## config.mk

```make
export PLATFORM = sky130hd
export DESIGN_NAME = alu_mul_sequencer
export DESIGN_NICKNAME = d
export VERILOG_FILES = /design/src/rtl/alu_mul_sequencer.sv
export SDC_FILE = /design/constraint.sdc
export NUM_CORES = 1
export LEC_CHECK = 0
export CORE_ASPECT_RATIO = 1.2
export CORE_MARGIN = 4
export CORE_UTILIZATION = 40
export CTS_CLUSTER_DIAMETER = 30
export DETAILED_ROUTE_END_ITERATION = 7
export MAX_ROUTING_LAYER = met4
export PLACE_DENSITY_LB_ADDON = 0.08
export SETUP_SLACK_MARGIN = 0.1
export SKIP_LAST_GASP = 1
export SLEW_MARGIN = 30
export SYNTH_ARGS = -nofsm -noshare
export SYNTH_HDL_FRONTEND = slang
export SYNTH_SLANG_ARGS = --single-unit
```

## constraint.sdc

```tcl
create_clock -name clk -period 2.3 [get_ports clk]
set_clock_uncertainty 0.15 [all_clocks]
set_input_delay 0.23 -clock clk [delete_from_list [all_inputs] [get_ports clk]]
set_output_delay 0.23 -clock clk [all_outputs]
set_load 0.02 [all_outputs]
```

## src/rtl/alu_mul_sequencer.sv

```systemverilog
// Shift-add multiplier controller that borrows the EX-stage ALU for ADD/SLL/SRL steps.
// Produces the low XLEN bits of op_a*op_b; the pipeline stalls while busy is high.
module alu_mul_sequencer #(
    parameter int unsigned XLEN = 32
) (
    input  logic            clk,
    input  logic            rst,
    input  logic            start,
    input  logic [XLEN-1:0] op_a,
    input  logic [XLEN-1:0] op_b,
    output logic            busy,
    output logic            done,
    output logic [XLEN-1:0] product,
    output logic [XLEN-1:0] alu_src_a,
    output logic [XLEN-1:0] alu_src_b,
    output logic [2:0]      alu_ctrl,
    input  logic [XLEN-1:0] alu_result,
    input  logic            alu_zero
);

    localparam int unsigned CW = $clog2(XLEN + 1);

    localparam logic [2:0] ALU_ADD = 3'b000;
    localparam logic [2:0] ALU_SLL = 3'b110;
    localparam logic [2:0] ALU_SRL = 3'b111;

    typedef enum logic [2:0] {
        S_IDLE,
        S_ADD,
        S_SHL,
        S_SHR,
        S_DONE
    } state_t;

    state_t          state;
    state_t          state_nx;
    logic [XLEN-1:0] acc;
    logic [XLEN-1:0] mcand;
    logic [XLEN-1:0] mplier;
    logic [CW-1:0]   iter_cnt;
    logic [CW-1:0]   iter_inc;

    assign iter_inc = iter_cnt + CW'(1);

    always_ff @(posedge clk) begin
        if (rst) begin
            state    <= S_IDLE;
            acc      <= '0;
            mcand    <= '0;
            mplier   <= '0;
            iter_cnt <= '0;
            product  <= '0;
        end else begin
            state <= state_nx;
            unique case (state)
                S_IDLE: begin
                    if (start) begin
                        acc      <= '0;
                        mcand    <= op_a;
                        mplier   <= op_b;
                        iter_cnt <= '0;
                    end
                end
                S_ADD:  acc    <= alu_result;
                S_SHL:  mcand  <= alu_result;
                S_SHR: begin
                    mplier   <= alu_result;
                    iter_cnt <= iter_inc;
                end
                S_DONE: product <= acc;
                default: ;
            endcase
        end
    end

    // ALU operands depend only on state and registers; alu_result/alu_zero steer next state only.
    always_comb begin
        state_nx  = state;
        busy      = 1'b1;
        done      = 1'b0;
        alu_src_a = '0;
        alu_src_b = '0;
        alu_ctrl  = ALU_ADD;
        unique case (state)
            S_IDLE: begin
                busy = 1'b0;
                if (start) begin
                    if (op_b == '0) begin
                        state_nx = S_DONE;
                    end else if (op_b[0]) begin
                        state_nx = S_ADD;
                    end else begin
                        state_nx = S_SHL;
                    end
                end
            end
            S_ADD: begin
                alu_src_a = acc;
                alu_src_b = mcand;
                alu_ctrl  = ALU_ADD;
                state_nx  = S_SHL;
            end
            S_SHL: begin
                alu_src_a = mcand;
                alu_src_b = XLEN'(1);
                alu_ctrl  = ALU_SLL;
                state_nx  = S_SHR;
            end
            S_SHR: begin
                alu_src_a = mplier;
                alu_src_b = XLEN'(1);
                alu_ctrl  = ALU_SRL;
                if (alu_zero || (iter_inc == CW'(XLEN))) begin
                    state_nx = S_DONE;
                end else if (alu_result[0]) begin
                    state_nx = S_ADD;
                end else begin
                    state_nx = S_SHL;
                end
            end
            S_DONE: begin
                done     = 1'b1;
                state_nx = S_IDLE;
            end
            default: state_nx = S_IDLE;
        endcase
    end

endmodule

```

==> metrics.log, run 1 <==
INFO  metric cts_max_level = 4
INFO  metric post_synthesis_cells = 864
INFO  metric final.hold.worst_slack = around 0.03 ns
INFO  metric yosys.cell_count.top_type = nand2_1
INFO  metric critical_path_buf_inv_count = 2
INFO  metric leakage = about 3.7 nW
INFO  metric power-per-cell-area = around 1100 nW/um2
INFO  metric vias_per_cell = between 5 and 6
INFO  metric postSynth.asyncResetShare = 0
INFO  metric min_period_over_period = 0.986
INFO  metric gp_congestion = 0.817
INFO  metric final-max-slew-violation-count = 0
INFO  metric cell_types_with_the_largest_area_share_after_synthesis = dfxtp_1, nand2_1, a311oi_2, nor2_1, mux2_2
INFO  metric worst_skew_pair.late_latency = 0.42 ns
INFO  metric setup.worst_path.start = state[1]$_SDFFE_PP0P_
INFO  metric fillerInstances = 1589
INFO  metric ctsRootBufferMaster = clkbuf_16
INFO  metric drt_pass1_iterations = 5
INFO  metric setup_repair_after_global_routing_missed_its_margin = yes
INFO  metric avgRoutedWirePerCell = around 19 um
INFO  metric antenna_cells = 0
INFO  metric grt_pass1_vias = 6606
INFO  metric crit_chain = buf_12, nor2b_2, clkdlybuf4s50_1
INFO  metric min_path_type = in -> reg
INFO  metric gr-total-overflow = 0
INFO  metric clock_tree_from_tritoncts = yes
INFO  metric core_region_area = approximately 17000 um2
INFO  metric run_status = finished, final reports clean
INFO  metric ys_seq_elements = roughly 140
INFO  metric report.final.hold_viol_count = 0
INFO  metric ant_nets = 0
INFO  metric cts.reportedPaths.clkPinSlew = around 0.06 ns
INFO  metric detailed_placer_s_ending_hpwl = around 16 mm
INFO  metric antenna_found_initial = 0
INFO  metric yosys.cell_types.count = 40
INFO  metric drv.max_cap_violation_count = 0
INFO  metric path_delay_family = buffers and inverters
INFO  metric ys_dominant_reg_cell = dfxtp_1
INFO  metric synth.net_count = between 900 and 1000
INFO  metric critPathSlowestCell = clkdlybuf4s50_1
INFO  metric crit_path_end_kind = primary output
INFO  metric syn2layout_area_growth = 42.4%
INFO  metric data_arrival_critical_path = around 1.9 ns
INFO  metric drt_wl_total = roughly 24 mm
INFO  metric grt_first_pass_wirelength = 36.0 mm
INFO  metric vdd_ir_drop_max = 0.000588 V
INFO  metric fp-row-count = between 50 and 60
INFO  metric synth_largest_area_cell = dfxtp_1
INFO  metric area_share_of_the_largest_cell_type_after_synthesis = 0.401
INFO  metric post_cts_hold_buffer_count = 0
INFO  metric post-route-util = 0.578
INFO  metric design.die.area = 19300 um2
INFO  metric cts_made_buffers = 17
INFO  metric drcViolationCount = 0
INFO  metric path_max_fanout = 12
INFO  metric ys.warnings.count = 0
INFO  metric crit_path_start_kind = flop
INFO  metric initial_utilization = 0.406
INFO  metric netlist_area = 6840 um2
INFO  metric grt_start_max_net_pins = 135
INFO  metric vias = 6881
INFO  metric boundaryPins = about 200
INFO  metric max_slew.worst_pin.slew = 0.770 ns
INFO  metric synth-seq-area-share = 0.401
INFO  metric hold_start = rst
INFO  metric setup_viol = 0
INFO  metric syn_avg_cell_area = 7.92 um2
INFO  metric cts_buffer_depth = 2
INFO  metric timing.max_slew.rel_slack = 0.487
INFO  metric place.port_buffers = 200
INFO  metric die_height = between 150 and 200 um
INFO  metric synth_common_cells = nand2_1, dfxtp_1, nor2_1, a21oi_1, clkbuf_1
INFO  metric max_stage_delay = roughly 0.64 ns
INFO  metric rr_startpoint = state[1]$_SDFFE_PP0P_
INFO  metric synth-edff-count = 0
INFO  metric cp_data_required_time = 1.92 ns
INFO  metric groute.usage.overall = 0.245
INFO  metric critical_path_class = reg -> out
INFO  metric drt-initial-drc-count = 524
INFO  metric max_clock_freq = approximately 0.44 GHz
INFO  metric floorplan.die.width = 127 um
INFO  metric power = between 10 and 15 mW
INFO  metric final_nets = 1144
INFO  metric post_route_cells_drive_above_1_share = 0.215
INFO  metric cts_num_sinks = 137
INFO  metric fin_crit = between 2 and 2.5 ns
path summary, 6_finish.rpt:
| kind | slack [ns] | depth (start not counted) | end |
|---|---|---|---|
| min | 0.03 | 4 | state[1]$_SDFFE_PP0P_ |
| max | 0.03 | 3 | alu_ctrl[1] |
| max reg2reg | 0.23 | 7 | mcand[17]$_SDFFE_PP0P_ |
| min reg2reg | 0.30 | 2 | product[29]$_SDFFE_PP0P_ |
timing repair:
| item | CTS | global route |
|---|---|---|
| buffers inserted | 3 | 4 |
| endpoints found under the setup margin | 69 | 67 |
| cloned | 1 | 4 |
| pin swaps | 0 | 4 |
| gates resized for setup | 110 | 133 |
cells in the final DEF, fill, tap and decap left out, types with 6 or more instances in the layout:
master | netlist | routed
clkbuf_2 | 0 | 30
a22oi_2 | 0 | 11
a311oi_2 | 40 | 40
a21oi_1 | 70 | 70
nor2_1 | 104 | 104
clkinvlp_4 | 0 | 6
a22oi_1 | 32 | 21
clkbuf_16 | 0 | 20
dfxtp_1 | 137 | 134
nor4_1 | 8 | 8
mux2_2 | 32 | 31
nand3_1 | 35 | 35
and2_1 | 32 | 32
buf_12 | 0 | 14
a311oi_1 | 26 | 26
buf_4 | 8 | 26
buf_2 | 27 | 18
clkdlybuf4s50_1 | 0 | 131
nand2_1 | 233 | 232
clkdlybuf4s15_1 | 0 | 8
power by group:
group	internal (mW)	total, mW	switching, mW
sequential	2.86	3.24	0.381
combinational	1.90	4.38	2.48
clock	1.64	2.68	1.04
total	6.39	10.3	3.90
stage by stage:
stage / TNS [ns] / worst slack [ns] / instance area [um2] / instances
6_report: 0 / 0.0332 / 9740 / 1270
5_1_grt: -0.0166 / -0.0166 / 9740 / 1270
4_1_cts: -0.349 / -0.102 / 9730 / 1262
3_5_place_dp: 0 / 0.120 / 9160 / 1228
3_3_place_gp: 0 / 0.164 / 9160 / 1228
2_1_floorplan: 0 / 0.492 / 6840 / 864
worst reg2reg max path, cell delays in order, from the launching register on:
cell	delay [ns]
dfxtp_4	0.38
buf_12	0.16
nor2b_2	0.20
buf_4	0.17
nand2b_4	0.06
buf_4	0.46
nor2_1	0.13
a311oi_2	0.27
kinds of logic (layout without fill, tap and decap cells):
kind of cell    Yosys count  in the layout  synth area share
simple gates            428            428             0.264
compound gates          182            182             0.223
flops                   137            137             0.401
buf+inv                  83            273            0.0560
mux                      33             33            0.0541
fa+ha+maj                 1              1           0.00183
layout make-up:
cell class | instances | area (um2) | area share
timing repair buffer | 240 | 2310 | 0.237
clock inverter | 11 | 124 | 0.0127
clock buffer | 19 | 453 | 0.0465
sequential | 137 | 2750 | 0.282
tap | 216 | 270 | 0.0277
multi-input combinational | 644 | 3830 | 0.393
inverter | 3 | 11.3 | 0.00116
flip-flops by register name (all words and copies together) (netlist names):
signal,cells
acc,32
mcand,32
mplier,32
product,32
iter_cnt,6
state,3
layer usage:
| metal | wire [um] | track usage | vias up |
|---|---|---|---|
| met2 | 11400 | 0.398 | 233 |
| met3 | 1620 | 0.0462 | 27 |
| met1 | 10500 | 0.313 | 3257 |
| li1 | - | - | 3364 |
| met5 | 0 | - | - |
| met4 | 364 | 0.0724 | 0 |
No activity file was read; power rests on OpenSTA's default activity.
==> inputs of run 2 (changes only) <==
--- a/config.mk
+++ b/config.mk
@@ -5,6 +5,7 @@
 export SDC_FILE = /design/constraint.sdc
 export NUM_CORES = 1
 export LEC_CHECK = 0
+export CAP_MARGIN = 30
 export CORE_ASPECT_RATIO = 1.2
 export CORE_MARGIN = 4
 export CORE_UTILIZATION = 40
@@ -12,7 +13,8 @@
 export DETAILED_ROUTE_END_ITERATION = 7
 export MAX_ROUTING_LAYER = met4
 export PLACE_DENSITY_LB_ADDON = 0.08
-export SETUP_SLACK_MARGIN = 0.1
+export SETUP_SLACK_MARGIN = 0.05
+export SKIP_CTS_REPAIR_TIMING = 1
 export SKIP_LAST_GASP = 1
 export SLEW_MARGIN = 30
 export SYNTH_ARGS = -nofsm -noshare
==> run 2 against run 1 <==
Critical path type unchanged. Register-to-register slack worse by 0.02 ns. Largest cell class unchanged. Hold slack better by 0.0043 ns. Via count fell by 0.76%. Power is 2.9% lower. The run now ends with setup timing left.
==> metrics.log, run 2 (synthesis gave the netlist of run 1 again) <==
INFO  metric detailed_placer_s_ending_hpwl = 15.6 mm (unchanged)
INFO  metric report.final.hold_viol_count = 0 (unchanged)
INFO  metric drt_pass1_iterations = 7 (+2)
INFO  metric power-per-cell-area = 1010 nW/um2 (-4.6%)
INFO  metric design.die.area = 19300 um2 (unchanged)
INFO  metric fillerInstances = 1539 (-3.1%)
INFO  metric setup.worst_path.start = state[1]$_SDFFE_PP0P_
INFO  metric ctsRootBufferMaster = clkbuf_16
INFO  metric dpl.cell_count = 1228 (unchanged)
INFO  metric clockPowerShare = 0.269 (+0.009)
INFO  metric leakage = 4.63 nW (+26%)
INFO  metric clock_tree_from_tritoncts = yes
INFO  metric antenna_found_initial = 0 (unchanged)
INFO  metric post_route_cells_drive_above_1_share = 0.144 (-0.0718)
INFO  metric gr-total-overflow = 0 (unchanged)
INFO  metric crit_path_end_kind = primary output
INFO  metric drcViolationCount = 0 (unchanged)
INFO  metric share_of_total_power_in_sequential_cells = 0.321 (+0.006)
INFO  metric min_period_over_period = 1.05 (+0.0666)
INFO  metric boundaryPins = 201 (unchanged)
INFO  metric vias_per_cell = 5.42 (about the same)
INFO  metric ant_nets = 0 (unchanged)
INFO  metric crit_path_start_kind = flop
INFO  metric groute.usage.overall = 0.244 (-0.00166)
INFO  metric drt_wl_total = 23.3 mm (-2.4%)
INFO  metric avgRoutedWirePerCell = 18.4 um (-1.7%)
INFO  metric path_max_fanout = 23 (+11)
INFO  metric cts.reportedPaths.clkPinSlew = 0.05 ns (about the same)
INFO  metric max_clock_freq = 0.413 GHz (-6.3%)
INFO  metric setup_repair_after_global_routing_missed_its_margin = yes
INFO  metric hold_start = rst
INFO  metric vdd_ir_drop_max = 0.000589 V (+0.15%)
INFO  metric min_path_type = in -> reg
INFO  metric crit_chain = buf_12, nor2b_1, clkdlybuf4s50_1
INFO  metric cts_made_buffers = 17 (unchanged)
INFO  metric layout.cells.non_filler = 1261 (-0.71%)
INFO  metric setup_viol = 3 (+3)
INFO  metric core_region_area = 16900 um2 (unchanged)
INFO  metric data_arrival_critical_path = 2.04 ns (+0.15 ns)
INFO  metric cp_data_required_time = 1.92 ns (about the same)
INFO  metric worst_skew_pair.late_latency = 0.42 ns (about the same)
INFO  metric failed_checks = setup timing
INFO  metric layout.cell_area.non_filler = 9920 um2 (+1.8%)
INFO  metric max_stage_delay = 0.67 ns (+0.03 ns)
INFO  metric netSwitchingFraction = 0.374 (-0.00524)
INFO  metric floorplan.die.width = 127 um (unchanged)
INFO  metric grt_first_pass_wirelength = 35.8 mm (-0.56%)
INFO  metric critical_path_buf_inv_count = 2 (unchanged)
INFO  metric final-max-slew-violation-count = 0 (unchanged)
INFO  metric power_dissipated_by_switching_net_loads = 3.74 mW (-4.2%)
INFO  metric power_frac_comb = 0.410 (-0.015)
INFO  metric die_height = 151 um (unchanged)
INFO  metric place.port_buffers = 200 (unchanged)
INFO  metric cell_internal_pwr = 6.26 mW (-2.1%)
INFO  metric syn2layout_area_growth = 45.0%
INFO  metric grt_start_max_net_pins = 135 (unchanged)
INFO  metric vias = 6829 (-0.76%)
INFO  metric gp_congestion = 0.817 (unchanged)
INFO  metric post_placement_cell_area = 9160 um2 (unchanged)
INFO  metric initial_utilization = 0.406 (unchanged)
INFO  metric fp-row-count = 52 (unchanged)
INFO  metric run_status = complete, but fails checks
INFO  metric drt-initial-drc-count = 470 (-10%)
INFO  metric path_delay_family = buffers and inverters
INFO  metric final_nets = 1135 (-0.79%)
INFO  metric antenna_cells = 0 (unchanged)
INFO  metric cts_num_sinks = 137 (unchanged)
INFO  metric critical_path_class = reg -> out
INFO  metric fin_crit = 2.42 ns (+0.153 ns)
INFO  metric timing.max_slew.rel_slack = 0.507 (+0.0199)
INFO  metric drv.max_cap_violation_count = 0 (unchanged)
INFO  metric cts_buffer_depth = 2 (unchanged)
INFO  metric finalWorstSetupSlack = -0.120 ns (-0.153 ns)
INFO  metric rr_startpoint = state[1]$_SDFFE_PP0P_
INFO  metric cts_max_level = 4 (unchanged)
INFO  metric grt_pass1_vias = 6581 (-0.38%)
INFO  metric max_slew.worst_pin.slew = 0.740 ns (-0.0299 ns)
INFO  metric layout_commonest_cell = nand2_1
INFO  metric final_cell_mix = nand2_1, dfxtp_1, clkdlybuf4s50_1
INFO  metric critPathSlowestCell = clkdlybuf4s50_1
## run 2: path summary, 6_finish.rpt
check | end | slack (ns) | cells past startpoint
worst min-delay path | state[1]$_SDFFE_PP0P_ | 0.03 | 4
worst min register to register | product[29]$_SDFFE_PP0P_ | 0.30 | 2
worst max-delay path | alu_ctrl[2] | -0.12 | 3
worst max register to register | mplier[31]$_SDFFE_PP0P_ | 0.21 | 7
## run 2: worst register-to-register path, delay by kind of cell, from the launching register on
family / cells / cell delay, ns
buffers and inverters: 4 / 0.70
AO/OA/AOI/OAI: 1 / 0.28
flip-flops: 1 / 0.35
AND/OR/NAND/NOR: 2 / 0.52
## run 2: layer usage
metal / track usage / part of all wire
met4: 0.0708 / 0.0089
met1: 0.309 / 0.44
met2: 0.396 / 0.48
met3: 0.0487 / 0.073
met5: - / 0
## run 2: final cells by class
| type | count | area [um2] | share of cell area |
|---|---|---|---|
| clock inverters | 11 | 124 | 0.0125 |
| flip-flops and latches | 137 | 2750 | 0.277 |
| repair buffers | 231 | 2560 | 0.258 |
| multi-input cells | 644 | 3760 | 0.379 |
| inverters | 3 | 11.3 | 0.00114 |
| well taps | 216 | 270 | 0.0272 |
| clock buffers | 19 | 453 | 0.0457 |
## run 2: power groups by stage
stage | Combinational [mW] | Sequential [mW] | Clock (mW)
2_1_floorplan | 2.57 | 3.11 | 0
3_3_place_gp | 4.08 | 3.26 | 0
3_5_place_dp | 4.11 | 3.26 | 0
4_1_cts | 4.12 | 3.21 | 2.72
5_1_grt | 4.42 | 3.27 | 2.82
6_report | 4.10 | 3.21 | 2.68
## run 2: stage by stage
| step | hold slack (ns) | utilization | setup slack [ns] | TNS [ns] | total power [mW] |
|---|---|---|---|---|---|
| after floorplan | 0.216 | - | 0.492 | 0 | 5.68 |
| after global placement | 0.292 | 0.543 | 0.164 | 0 | 7.34 |
| after detailed placement | 0.297 | 0.543 | 0.120 | 0 | 7.37 |
| after CTS | 0.0223 | 0.578 | -0.266 | -14.23 | 10.1 |
| after global routing | 0.0320 | 0.589 | -0.176 | -0.474 | 10.5 |
| final | 0.0344 | 0.589 | -0.120 | -0.256 | 9.99 |
